### config.mk
export PLATFORM = sky130hd
export DESIGN_NAME = sram_bist_ctrl_flat
export DESIGN_NICKNAME = d
export VERILOG_FILES = /design/src/rtl/sram_bist_ctrl_if.sv /design/src/rtl/sram_bist_ctrl.sv /design/src/flat_wrapper.sv
export SDC_FILE = /design/constraint.sdc
export NUM_CORES = 1
export LEC_CHECK = 0
export BUFFER_PORTS_ARGS = -buffer_cell sky130_fd_sc_hd__buf_2
export CORE_MARGIN = 4
export CORE_UTILIZATION = 58
export DETAILED_ROUTE_END_ITERATION = 10
export MAX_ROUTING_LAYER = met4
export PLACE_DENSITY_LB_ADDON = 0.05
export SKIP_LAST_GASP = 1
export SYNTH_ARGS = -nofsm -noshare
export SYNTH_HDL_FRONTEND = slang
export SYNTH_SLANG_ARGS = --single-unit
### constraint.sdc
create_clock -name clk -period 5.7 [get_ports clk]
set_input_delay 0 -clock clk [delete_from_list [all_inputs] [get_ports clk]]
set_output_delay 0 -clock clk [all_outputs]
set_load 0.02 [all_outputs]
### src/rtl/sram_bist_ctrl_if.sv
// Single-port SRAM access bus between the BIST controller (master) and the
// SRAM array (slave). Read data returns one cycle after a read access.
interface sram_bist_ctrl_if #(
  parameter int ADDR_W = 4,
  parameter int DATA_W = 8
);
  logic              en;
  logic              we;
  logic [ADDR_W-1:0] addr;
  logic [DATA_W-1:0] wdata;
  logic [DATA_W-1:0] rdata;

  modport master (output en, we, addr, wdata, input rdata);
  modport slave  (input en, we, addr, wdata, output rdata);
endinterface

### src/rtl/sram_bist_ctrl.sv
// March C- BIST controller. Drives the full M0..M5 address/data sequence on
// the SRAM bus, checks every read one cycle later against the expected
// background, and keeps pass/fail status plus first-failure diagnostics.
module sram_bist_ctrl #(
  parameter int ADDR_W = 4,
  parameter int DATA_W = 8
) (
  input  logic              clk,
  input  logic              rst_n,
  input  logic              start_i,
  output logic              busy_o,
  output logic              done_o,
  output logic              pass_o,
  output logic              fail_o,
  output logic [ADDR_W-1:0] err_addr_o,
  output logic [DATA_W-1:0] err_exp_o,
  output logic [DATA_W-1:0] err_act_o,
  output logic [15:0]       err_cnt_o,
  sram_bist_ctrl_if.master  sram
);

  localparam logic [3:0] S_IDLE  = 4'd0;
  localparam logic [3:0] S_M0    = 4'd1;
  localparam logic [3:0] S_M1    = 4'd2;
  localparam logic [3:0] S_M2    = 4'd3;
  localparam logic [3:0] S_M3    = 4'd4;
  localparam logic [3:0] S_M4    = 4'd5;
  localparam logic [3:0] S_M5    = 4'd6;
  localparam logic [3:0] S_DRAIN = 4'd7;
  localparam logic [3:0] S_DONE  = 4'd8;

  localparam logic [ADDR_W-1:0] ADDR_FIRST = '0;
  localparam logic [ADDR_W-1:0] ADDR_LAST  = '1;
  localparam logic [DATA_W-1:0] D0         = '0;
  localparam logic [DATA_W-1:0] D1         = '1;

  logic [3:0]        state_q, state_d;
  logic [ADDR_W-1:0] addr_q, addr_d;
  logic              phase_q, phase_d;
  logic              start_acc;

  logic              op_en, op_we;
  logic [DATA_W-1:0] op_wdata;
  logic [DATA_W-1:0] rd_exp;
  logic              rd_issue;

  logic              chk_vld_q;
  logic [ADDR_W-1:0] chk_addr_q;
  logic [DATA_W-1:0] chk_exp_q;
  logic              mismatch;

  logic              fail_q;
  logic [ADDR_W-1:0] err_addr_q;
  logic [DATA_W-1:0] err_exp_q;
  logic [DATA_W-1:0] err_act_q;
  logic [15:0]       err_cnt_q;

  // Decode the SRAM access and expected read background for this cycle.
  always_comb begin
    // NOTE: every output of this block gets a default first so no path can
    // leave a value held, which would otherwise infer a latch.
    op_en    = 1'b0;
    op_we    = 1'b0;
    op_wdata = '0;
    rd_exp   = '0;
    unique case (state_q)
      S_M0: begin
        op_en    = 1'b1;
        op_we    = 1'b1;
        op_wdata = D0;
      end
      S_M1, S_M3: begin
        op_en = 1'b1;
        if (phase_q) begin
          op_we    = 1'b1;
          op_wdata = D1;
        end else begin
          rd_exp = D0;
        end
      end
      S_M2, S_M4: begin
        op_en = 1'b1;
        if (phase_q) begin
          op_we    = 1'b1;
          op_wdata = D0;
        end else begin
          rd_exp = D1;
        end
      end
      S_M5: begin
        op_en  = 1'b1;
        rd_exp = D0;
      end
      default: ;
    endcase
  end

  assign rd_issue   = op_en & ~op_we;
  assign sram.en    = op_en;
  assign sram.we    = op_we;
  assign sram.addr  = op_en ? addr_q : '0;
  assign sram.wdata = op_wdata;

  // Sequence the March elements: address walk, read/write phase, element hops.
  always_comb begin
    state_d   = state_q;
    addr_d    = addr_q;
    phase_d   = phase_q;
    start_acc = 1'b0;
    unique case (state_q)
      S_IDLE, S_DONE: begin
        if (start_i) begin
          start_acc = 1'b1;
          state_d   = S_M0;
          addr_d    = ADDR_FIRST;
          phase_d   = 1'b0;
        end
      end
      S_M0: begin
        if (addr_q == ADDR_LAST) begin
          state_d = S_M1;
          addr_d  = ADDR_FIRST;
        end else begin
          addr_d = addr_q + 1'b1;
        end
      end
      S_M1, S_M2: begin
        phase_d = ~phase_q;
        if (phase_q) begin
          if (addr_q == ADDR_LAST) begin
            // M1 hands over to the ascending M2; M2 to the descending M3.
            state_d = (state_q == S_M1) ? S_M2 : S_M3;
            addr_d  = (state_q == S_M1) ? ADDR_FIRST : ADDR_LAST;
          end else begin
            addr_d = addr_q + 1'b1;
          end
        end
      end
      S_M3, S_M4: begin
        phase_d = ~phase_q;
        if (phase_q) begin
          if (addr_q == ADDR_FIRST) begin
            state_d = (state_q == S_M3) ? S_M4 : S_M5;
            addr_d  = ADDR_LAST;
          end else begin
            addr_d = addr_q - 1'b1;
          end
        end
      end
      S_M5: begin
        if (addr_q == ADDR_FIRST) begin
          state_d = S_DRAIN;
        end else begin
          addr_d = addr_q - 1'b1;
        end
      end
      S_DRAIN: state_d = S_DONE;
      default: state_d = S_IDLE;
    endcase
  end

  // Controller state registers.
  always_ff @(posedge clk or negedge rst_n) begin
    if (!rst_n) begin
      state_q <= S_IDLE;
      addr_q  <= '0;
      phase_q <= 1'b0;
    end else begin
      // NOTE: non-blocking assignments so every register samples the values
      // from before this edge, independent of statement order.
      state_q <= state_d;
      addr_q  <= addr_d;
      phase_q <= phase_d;
    end
  end

  assign mismatch = chk_vld_q && (sram.rdata != chk_exp_q);

  // Read-check pipeline and sticky first-failure diagnostics.
  always_ff @(posedge clk or negedge rst_n) begin
    if (!rst_n) begin
      chk_vld_q  <= 1'b0;
      chk_addr_q <= '0;
      chk_exp_q  <= '0;
      fail_q     <= 1'b0;
      err_addr_q <= '0;
      err_exp_q  <= '0;
      err_act_q  <= '0;
      err_cnt_q  <= '0;
    end else if (start_acc) begin
      chk_vld_q  <= 1'b0;
      fail_q     <= 1'b0;
      err_addr_q <= '0;
      err_exp_q  <= '0;
      err_act_q  <= '0;
      err_cnt_q  <= '0;
    end else begin
      chk_vld_q <= rd_issue;
      if (rd_issue) begin
        chk_addr_q <= addr_q;
        chk_exp_q  <= rd_exp;
      end
      if (mismatch) begin
        fail_q <= 1'b1;
        if (err_cnt_q != 16'hFFFF) err_cnt_q <= err_cnt_q + 16'd1;
        // Only the first mismatch of a run is captured.
        if (!fail_q) begin
          err_addr_q <= chk_addr_q;
          err_exp_q  <= chk_exp_q;
          err_act_q  <= sram.rdata;
        end
      end
    end
  end

  assign busy_o     = (state_q != S_IDLE) && (state_q != S_DONE);
  assign done_o     = (state_q == S_DONE);
  assign pass_o     = done_o & ~fail_q;
  assign fail_o     = fail_q;
  assign err_addr_o = err_addr_q;
  assign err_exp_o  = err_exp_q;
  assign err_act_o  = err_act_q;
  assign err_cnt_o  = err_cnt_q;

endmodule

### src/flat_wrapper.sv
// flat-port wrapper written by rule: the top's interface ports become plain ports
module sram_bist_ctrl_flat 
#(
  parameter int ADDR_W = 4,
  parameter int DATA_W = 8
)
  (clk, rst_n, start_i, busy_o, done_o, pass_o, fail_o, err_addr_o, err_exp_o, err_act_o, err_cnt_o, sram_en, sram_we, sram_addr, sram_wdata, sram_rdata);
  sram_bist_ctrl_if #(.ADDR_W(ADDR_W), .DATA_W(DATA_W)) sram_i ();
  input  logic clk;
  input  logic rst_n;
  input  logic start_i;
  output logic busy_o;
  output logic done_o;
  output logic pass_o;
  output logic fail_o;
  output logic [ADDR_W-1:0] err_addr_o;
  output logic [DATA_W-1:0] err_exp_o;
  output logic [DATA_W-1:0] err_act_o;
  output logic [15:0] err_cnt_o;
  output wire logic [$bits(sram_i.en)-1:0] sram_en;
  output wire logic [$bits(sram_i.we)-1:0] sram_we;
  output wire logic [$bits(sram_i.addr)-1:0] sram_addr;
  output wire logic [$bits(sram_i.wdata)-1:0] sram_wdata;
  input wire logic [$bits(sram_i.rdata)-1:0] sram_rdata;
  assign sram_en = sram_i.en;
  assign sram_we = sram_i.we;
  assign sram_addr = sram_i.addr;
  assign sram_wdata = sram_i.wdata;
  assign sram_i.rdata = sram_rdata;
  sram_bist_ctrl #(.ADDR_W(ADDR_W), .DATA_W(DATA_W)) u_core (.clk(clk), .rst_n(rst_n), .start_i(start_i), .busy_o(busy_o), .done_o(done_o), .pass_o(pass_o), .fail_o(fail_o), .err_addr_o(err_addr_o), .err_exp_o(err_exp_o), .err_act_o(err_act_o), .err_cnt_o(err_cnt_o), .sram(sram_i));
endmodule
==> results of run 1 <==
-- synth_stat cells, drive strengths merged, types with 2 or more instances --
master / count / area, sq um
and2: 4 / 26.3
dfrtp: 45 / 1130
buf: 20 / 160
a31o: 2 / 17.5
nor3: 10 / 60.1
and4: 2 / 18.8
a31oi: 3 / 18.8
o31ai: 8 / 60.1
o21ai: 26 / 130
or4: 8 / 66.3
nor2: 20 / 75.1
nand4: 4 / 25.0
xor2: 2 / 17.5
nor4b: 3 / 26.3
xnor2: 6 / 52.6
mux2: 4 / 45.0
nor4: 10 / 77.6
inv: 7 / 26.3
a311oi: 2 / 17.5
ha: 3 / 37.5
nand3: 25 / 125
clkbuf: 15 / 56.3
and3: 4 / 26.3
nor3b: 2 / 15.0
nand2: 32 / 120
a21oi: 15 / 82.6
or3: 4 / 25.0
-- final timing paths --
check,from,to,slack (ns),cells after the start
worst max-delay path,sram_rdata[1],u_core.err_addr_o[0],3.16,7
worst min-delay path,start_i,u_core.state_q[3],0.02,4
worst max register to register,u_core.chk_exp_q[6],u_core.err_addr_o[0],3.18,5
worst min register to register,u_core.chk_addr_q[2],u_core.chk_addr_q[2],0.50,1
max in group asynchronous,rst_n,u_core.err_cnt_o[12],4.70,2
min in group asynchronous,rst_n,u_core.err_cnt_o[7],0.39,2
-- cells by family (layout without fill, tap and decap cells) --
group | Yosys count | in the layout | synth area share
multiplexers | 5 | 5 | 0.0205
flip-flops | 45 | 45 | 0.419
AND/OR/NAND/NOR | 131 | 131 | 0.264
buffers and inverters | 42 | 88 | 0.0903
adder cells (fa/ha/maj) | 4 | 4 | 0.0177
XOR/XNOR | 8 | 8 | 0.0261
AO/OA/AOI/OAI | 67 | 67 | 0.162
-- flip-flops by register name (all words and copies together), names as in the netlist --
register           flops
u_core.addr_q          4
u_core.chk_addr_q      4
u_core.chk_exp_q       1
u_core.chk_vld_q       1
u_core.err_act_o       8
u_core.err_addr_o      4
u_core.err_cnt_o      16
u_core.err_exp_o       1
u_core.fail_o          1
u_core.phase_q         1
u_core.state_q         4
-- power by group through the flow --
stage / sequential, mW / clock (mW) / combinational, mW
after global placement: 0.540 / 0 / 0.669
final: 0.537 / 0.240 / 0.679
after detailed placement: 0.542 / 0 / 0.677
after CTS: 0.536 / 0.246 / 0.684
after global routing: 0.556 / 0.265 / 0.752
after floorplan: 0.575 / 0 / 0.528
-- worst max-delay path, stage by stage --
cell and delay, ns:
dlygate4sd3_1 0.55, buf_2 0.15, or4_4 0.54, o41ai_4 0.54, or3_1 0.70, nand3_1 0.16, o21ai_1 0.11
-- area by class of cell --
type / instances / area (sq um)
Timing Repair Buffer: 73 / 410
Clock inverter: 2 / 38.8
Multi-Input combinational cell: 215 / 1320
Clock buffer: 6 / 72.6
Inverter: 7 / 26.3
Tap cell: 52 / 65.1
Sequential cell: 45 / 1130
Fill cell: 365 / 1360
-- per-layer routing --
layer,wire length (microns),global-route usage,vias up
met1,2760,0.284,1097
met4,49,0.0472,0
met3,402,0.0449,6
met5,0,-,-
li1,-,-,1172
met2,2770,0.359,84
-- timing repair --
action | CTS | global route
hold endpoints to repair | 53 | 0
hold buffers | 9 | 0
gates resized for setup | 0 | 0
-- layout by cell type (no fill, tap or decap), drive strengths merged, types with 2 or more instances in the layout --
cell type,n
a21oi,15
a311oi,2
a31o,2
a31oi,3
and2,4
and3,4
and4,2
buf,64
clkbuf,6
dfrtp,45
dlygate4sd3,9
ha,3
inv,7
mux2,4
nand2,32
nand3,25
nand4,4
nor2,20
nor3,10
nor3b,2
nor4,10
nor4b,3
o21ai,26
o31ai,8
or3,4
or4,8
xnor2,6
xor2,2
==> flow_metrics.py, run 1 <==
metrics = {
    "synth": {
        "synth_nets": 316,
        "ys_types": 56,
        "netlist_area_sq_um": 2690,
        "syn_avg_cell_area_sq_um": 8.90,
        "syn_inst": 302,
        "ys.flop_type": "dfrtp_1",
        "synth_edf_count": 0,
        "async_reset_ff_frac": 1.00,
        "ys_seq_area_frac": 0.419,
        "synth-seq-cells": 45,
        "yosys_warnings": 0,
    },
    "power_and_ir_drop": {
        "power.switching_mw": 0.646,
        "power_frac_clock": 0.165,
        "sw_frac_of_total": 0.443,
        "power_density_nw_per_um2": 476,
        "leakagePower_nw": 1.42,
        "intPower_mw": 0.810,
        "p_total_mw": 1.46,
        "ir_worst_vdd_mv": 0.323,
        "sequentialPowerShare": 0.369,
        "combPwrFrac": 0.467,
    },
    "cts": {
        "numCtsBuffers": 5,
        "cts_setup_buffers": 0,
        "cts-root-buf": "clkbuf_8",
        "clock_latency_ns": 0.30,
        "clkTransAtPathRegs_ns": 0.08,
        "cts_tree": "built",
        "clock_path_buffers": 2,
        "cts.sink_count": 45,
        "htreeDepth": 2,
    },
    "global_route": {
        "track_usage": 0.220,
        "grt_max_degree": 46,
        "grt_pass1_vias": 2233,
        "grt_pass1_wl_mm": 10.5,
        "antenna_found_initial": 0,
        "grt_overflow": 0,
    },
    "cells_and_area": {
        "fin_area_sq_um": 3060,
        "drive_gt1_frac": 0.250,
        "syn_to_final_growth_pct": 13.8,
        "stdcell_count": 400,
        "antennaDiodeCount": 0,
        "nets": 361,
        "post-route-util": 0.693,
    },
    "timing": {
        "skew_ns": 0.00939,
        "slew_viol_final": 0,
        "setup_viol": 0,
        "rsz0062_at_grt": "no",
        "layout_min_cycle_time_ns": 2.54,
        "timing.final.ws_setup_ns": 3.16,
        "worst_pin_slew_ns": 0.975,
        "max_clock_freq_mhz": 394,
        "final_hold_viol_count": 0,
        "holdWs_ns": 0.0158,
        "slew_headroom": 0.350,
        "finalSetupTns_ns": 0,
        "fin_crit_sh": 0.445,
    },
    "worst_setup_path": {
        "path_class": "in -> reg",
        "required_ns": 5.92,
        "cp-end-kind": "flip-flop",
        "crit_arrival_ns": 2.76,
        "start_kind": "input port",
        "path_max_fanout": 26,
    },
    "place": {
        "place_congestion": 0.872,
        "dpl_worst_slack_ns": 3.22,
        "placed_area_sq_um": 2860,
        "portBuffers": 64,
        "hpwl_mm": 4.03,
        "dp_cells": 383,
    },
    "job": {
        "maxCapViolations": 0,
    },
    "floorplanning": {
        "rows": 24,
        "start_util": 0.609,
        "die_x_microns": 76.1,
        "die-height_microns": 76.1,
        "dieArea_sq_um": 5790,
        "ios": 65,
        "coreArea_sq_um": 4410,
    },
    "detailed_routing": {
        "initialDrtViolationCount": 111,
        "ant_nets": 0,
        "vias": 2359,
        "drc": 0,
        "via_per_inst": 5.90,
        "wl_per_cell_microns": 15.0,
        "first_pass_iters": 4,
        "wirelength_mm": 5.98,
    },
    "worst_hold_path": {
        "hold_class": "in -> reg",
    },
    "outcome": {
        "status": "complete, no violations",
    },
}
(Power assumes the default switching activity.)
==> run 2: changes to the inputs <==
- CORE_UTILIZATION: 58 -> 54
- clock period: 5.7 -> 2.44 ns (I/O delays scaled with it)
==> flow_metrics.py, run 2 (same netlist as run 1, synthesis figures left out) <==
metrics = {
    "power_and_ir_drop": {
        "leakagePower_nw": 1.46,
        "p_total_mw": 3.38,
        "ir_worst_vdd_mv": 0.591,
        "power_density_nw_per_um2": 1080,
    },
    "cells_and_area": {
        "syn_to_final_growth_pct": 16.6,
        "fill_cells": 433,
        "final_common_cell": "buf_2",
        "stdcell_count": 426,
        "post-route-util": 0.655,
        "final_cell_mix": "buf_2 (64), dfrtp_1 (45), nand2_1 (32)",
        "largest_reg_flops": 16,
        "drive_gt1_frac": 0.276,
        "nets": 372,
        "antennaDiodeCount": 0,
    },
    "cts": {
        "numCtsBuffers": 5,
        "htreeDepth": 2,
        "clock_latency_ns": 0.29,
        "clkTransAtPathRegs_ns": 0.09,
        "cts.sink_count": 45,
        "cts_resized": 0,
        "cts_tree": "built",
        "cts-root-buf": "clkbuf_8",
        "clock_path_buffers": 2,
    },
    "timing": {
        "worst_pin_slew_ns": 0.980,
        "final_hold_viol_count": 0,
        "finalSetupTns_ns": 0,
        "slew_viol_final": 0,
        "skew_ns": 0.00559,
        "rsz0062_at_grt": "no",
        "slew_headroom": 0.346,
        "fin_crit_sh": 0.940,
        "max_clock_freq_mhz": 436,
        "setup_viol": 0,
        "layout_min_cycle_time_ns": 2.29,
    },
    "global_route": {
        "grt_max_degree": 46,
        "grt_overflow": 0,
        "track_usage": 0.228,
        "grt_pass1_vias": 2304,
        "antenna_found_initial": 0,
        "grt_pass1_wl_mm": 11.1,
    },
    "job": {
        "maxCapViolations": 0,
    },
    "detailed_routing": {
        "ant_nets": 0,
        "first_pass_iters": 4,
        "drc": 0,
        "initialDrtViolationCount": 187,
        "via_per_inst": 5.62,
        "vias": 2394,
        "wl_per_cell_microns": 14.9,
        "wirelength_mm": 6.33,
    },
    "worst_setup_path": {
        "start_kind": "flip-flop",
        "crit_arrival_ns": 2.51,
        "path_max_fanout": 11,
        "path_class": "reg -> reg",
        "required_ns": 2.66,
        "cp-end-kind": "flip-flop",
    },
    "worst_hold_path": {
        "hold_class": "in -> reg",
    },
    "place": {
        "hpwl_mm": 4.43,
        "dp_cells": 409,
        "portBuffers": 64,
        "place_congestion": 0.893,
    },
    "floorplanning": {
        "rows": 25,
        "die-height_microns": 78.5,
        "start_util": 0.562,
        "ios": 65,
        "die_x_microns": 78.5,
        "dieArea_sq_um": 6170,
        "coreArea_sq_um": 4790,
    },
    "outcome": {
        "status": "complete, no violations",
    },
}
==> run 2: per-layer routing <==
metal / global-route usage / wire length, microns
met5: - / 0
met4: 0.0717 / 86
met3: 0.0436 / 342
met2: 0.377 / 3190
met1: 0.282 / 2710
==> run 2: metrics by stage <==
| step | setup slack [ns] | instance area, sq um | hold slack [ns] |
|---|---|---|---|
| after floorplan | 0.176 | 2690 | -0.296 |
| after global placement | 0.251 | 2960 | 0.223 |
| after detailed placement | 0.170 | 2960 | 0.219 |
| after CTS | 0.153 | 3130 | 0.0178 |
| after global routing | 0.00962 | 3130 | 0.0768 |
| final | 0.147 | 3130 | 0.0304 |
==> run 2: power by group <==
part / switching (mW) / total, mW / internal [mW] / leakage, nW
combinational: 1.03 / 1.68 / 0.652 / 0.836
clock: 0.251 / 0.449 / 0.198 / 0.0439
sequential: 0.263 / 1.25 / 0.984 / 0.578
total: 1.54 / 3.38 / 1.83 / 1.46
==> run 2: worst max-delay path, stage by stage (launching register included) <==
cell and delay [ns]:
dfrtp_1 0.42, ha_1 0.24, nand3_1 0.18, nor4_4 0.09, or3_1 0.45, buf_4 0.22, or4_1 0.47, a21oi_1 0.15
==> run 2: repair_timing <==
item                                   in CTS  in global routing
buffers inserted                            0                  0
endpoints found under the hold margin      53                  0
hold buffers                                9                  0
==> run 2: final cells by class <==
type                            instances  area (sq um)  share of cell area
Clock inverter                          3          17.5             0.00559
Sequential cell                        45          1130               0.359
Tap cell                               67          83.8              0.0267
Inverter                                7          26.3             0.00838
Clock buffer                            5          68.8              0.0220
Multi-Input combinational cell        215          1320               0.421
Timing Repair Buffer                   84           493               0.157
==> run 2: final timing paths <==
path	startpoint	end	slack, ns	cells after the start
setup / recovery	u_core.err_cnt_o[0]	u_core.err_cnt_o[12]	0.15	7
hold / removal	start_i	u_core.state_q[3]	0.03	4
setup reg to reg	u_core.err_cnt_o[0]	u_core.err_cnt_o[12]	0.15	7
hold reg to reg	u_core.chk_addr_q[3]	u_core.chk_addr_q[3]	0.49	1
max in group asynchronous	rst_n	u_core.err_cnt_o[3]	1.43	2
min in group asynchronous	rst_n	u_core.err_act_o[3]	0.40	2
==> run 3: changes to the inputs <==
- RECOVER_POWER: unset -> 100
==> flow_metrics.py, run 3 (same netlist as run 1, synthesis figures left out) <==
metrics = {
    "global_route": {
        "track_usage": 0.228,
        "grt_overflow": 0,
        "antenna_found_initial": 0,
        "grt_pass1_wl_mm": 11.1,
        "grt_max_degree": 46,
        "grt_pass1_vias": 2304,
    },
    "floorplanning": {
        "die_x_microns": 78.5,
        "dieArea_sq_um": 6170,
        "ios": 65,
        "start_util": 0.562,
        "rows": 25,
        "coreArea_sq_um": 4790,
        "die-height_microns": 78.5,
    },
    "power_and_ir_drop": {
        "sequentialPowerShare": 0.381,
        "intPower_mw": 1.75,
        "sw_frac_of_total": 0.469,
        "ir_worst_vdd_mv": 0.559,
        "leakagePower_nw": 1.27,
        "power_density_nw_per_um2": 1080,
        "power_frac_clock": 0.137,
        "power.switching_mw": 1.55,
        "combPwrFrac": 0.482,
    },
    "timing": {
        "layout_min_cycle_time_ns": 2.28,
        "worst_pin_slew_ns": 1.09,
        "skew_ns": 0.00510,
        "fin_crit_sh": 0.933,
        "rsz0062_at_grt": "no",
        "finalSetupTns_ns": 0,
        "holdWs_ns": 0.0391,
        "slew_headroom": 0.276,
        "final_hold_viol_count": 0,
        "slew_viol_final": 0,
        "setup_viol": 0,
        "max_clock_freq_mhz": 439,
    },
    "detailed_routing": {
        "wirelength_mm": 6.40,
        "vias": 2417,
        "via_per_inst": 5.67,
        "wl_per_cell_microns": 15.0,
        "first_pass_iters": 5,
        "drc": 0,
        "initialDrtViolationCount": 166,
        "ant_nets": 0,
    },
    "worst_setup_path": {
        "path_class": "reg -> reg",
        "path_max_fanout": 11,
        "crit_arrival_ns": 2.50,
        "cp-end-kind": "flip-flop",
        "start_kind": "flip-flop",
        "worstRegToRegCells": 7,
        "required_ns": 2.66,
    },
    "cts": {
        "clkTransAtPathRegs_ns": 0.09,
        "cts.sink_count": 45,
        "clock_latency_ns": 0.29,
        "cts_resized": 0,
        "clock_path_buffers": 2,
        "cts_tree": "built",
        "cts-root-buf": "clkbuf_8",
        "cts_setup_buffers": 0,
        "numCtsBuffers": 5,
        "htreeDepth": 2,
    },
    "cells_and_area": {
        "stdcell_count": 426,
        "post-route-util": 0.637,
        "nets": 372,
        "drive_gt1_frac": 0.134,
        "antennaDiodeCount": 0,
        "syn_to_final_growth_pct": 13.4,
        "final_common_cell": "clkbuf_1",
        "final_cell_mix": "clkbuf_1 (48), dfrtp_1 (45), nand2_1 (32)",
        "largest_reg_flops": 16,
    },
    "outcome": {
        "status": "complete, no violations",
    },
    "job": {
        "maxCapViolations": 0,
    },
    "place": {
        "portBuffers": 64,
        "place_congestion": 0.893,
        "dp_cells": 409,
        "hpwl_mm": 4.43,
    },
    "worst_hold_path": {
        "hold_class": "in -> reg",
        "holdPathStages": 4,
    },
}
-- run 3: changes by cell type in the layout (fill, tap and decap cells not counted), sizes merged --
cell	before	now
buf	75	25
clkbuf	5	55
-- run 3: per-layer routing --
layer | track usage | vias up | routed length [microns]
li1 | - | 1190 | -
met1 | 0.282 | 1150 | 2760
met2 | 0.377 | 69 | 3230
met3 | 0.0436 | 8 | 323
met4 | 0.0717 | 0 | 86
met5 | - | - | 0
-- run 3: timing repair --
item                                    in CTS  in global routing
hold buffers                                 9                  0
endpoints found under the hold margin       53                  0
endpoints found under the setup margin       0                  0
-- run 3: power by group through the flow --
stage                     Sequential [mW]  Combinational, mW  Clock (mW)
after CTS                            1.24               1.70       0.466
after detailed placement             1.26               1.68           0
final                                1.25               1.59       0.451
after global routing                 1.30               1.76       0.496
after floorplan                      1.34               1.23           0
after global placement               1.25               1.64           0
-- run 3: final cells by class --
type	instances	area, sq um
timing repair buffer	84	425
multi-input combinational	215	1300
inverter	7	26.3
clock inverter	3	17.5
tap	67	83.8
fill	459	1740
clock buffer	5	68.8
sequential	45	1130
-- run 3: final timing paths --
check                                  endpoint            startpoint  slack (ns)
hold reg to reg            u_core.chk_addr_q[2]  u_core.chk_addr_q[2]        0.49
setup reg to reg           u_core.err_cnt_o[12]   u_core.err_cnt_o[0]        0.16
min in group asynchronous   u_core.err_act_o[1]                 rst_n        0.43
max in group asynchronous   u_core.err_cnt_o[3]                 rst_n        1.34
setup / recovery           u_core.err_cnt_o[12]   u_core.err_cnt_o[0]        0.16
hold / removal                u_core.state_q[3]               start_i        0.04
-- run 3: worst max-delay path, cell delays in order, from the launching register on --
cell and delay [ns]:
dfrtp_1 0.42, ha_1 0.24, nand3_1 0.15, nor4_2 0.11, or3_1 0.45, buf_4 0.22, or4_1 0.47, a21oi_1 0.14
-- run 3: stage by stage --
| step | cell area (sq um) | total power [mW] | worst slack, ns |
|---|---|---|---|
| final | 3050 | 3.29 | 0.163 |
| after global placement | 2960 | 2.89 | 0.251 |
| after detailed placement | 2960 | 2.94 | 0.170 |
| after CTS | 3130 | 3.41 | 0.153 |
| after global routing | 3050 | 3.55 | 0.00962 |
| after floorplan | 2690 | 2.58 | 0.176 |
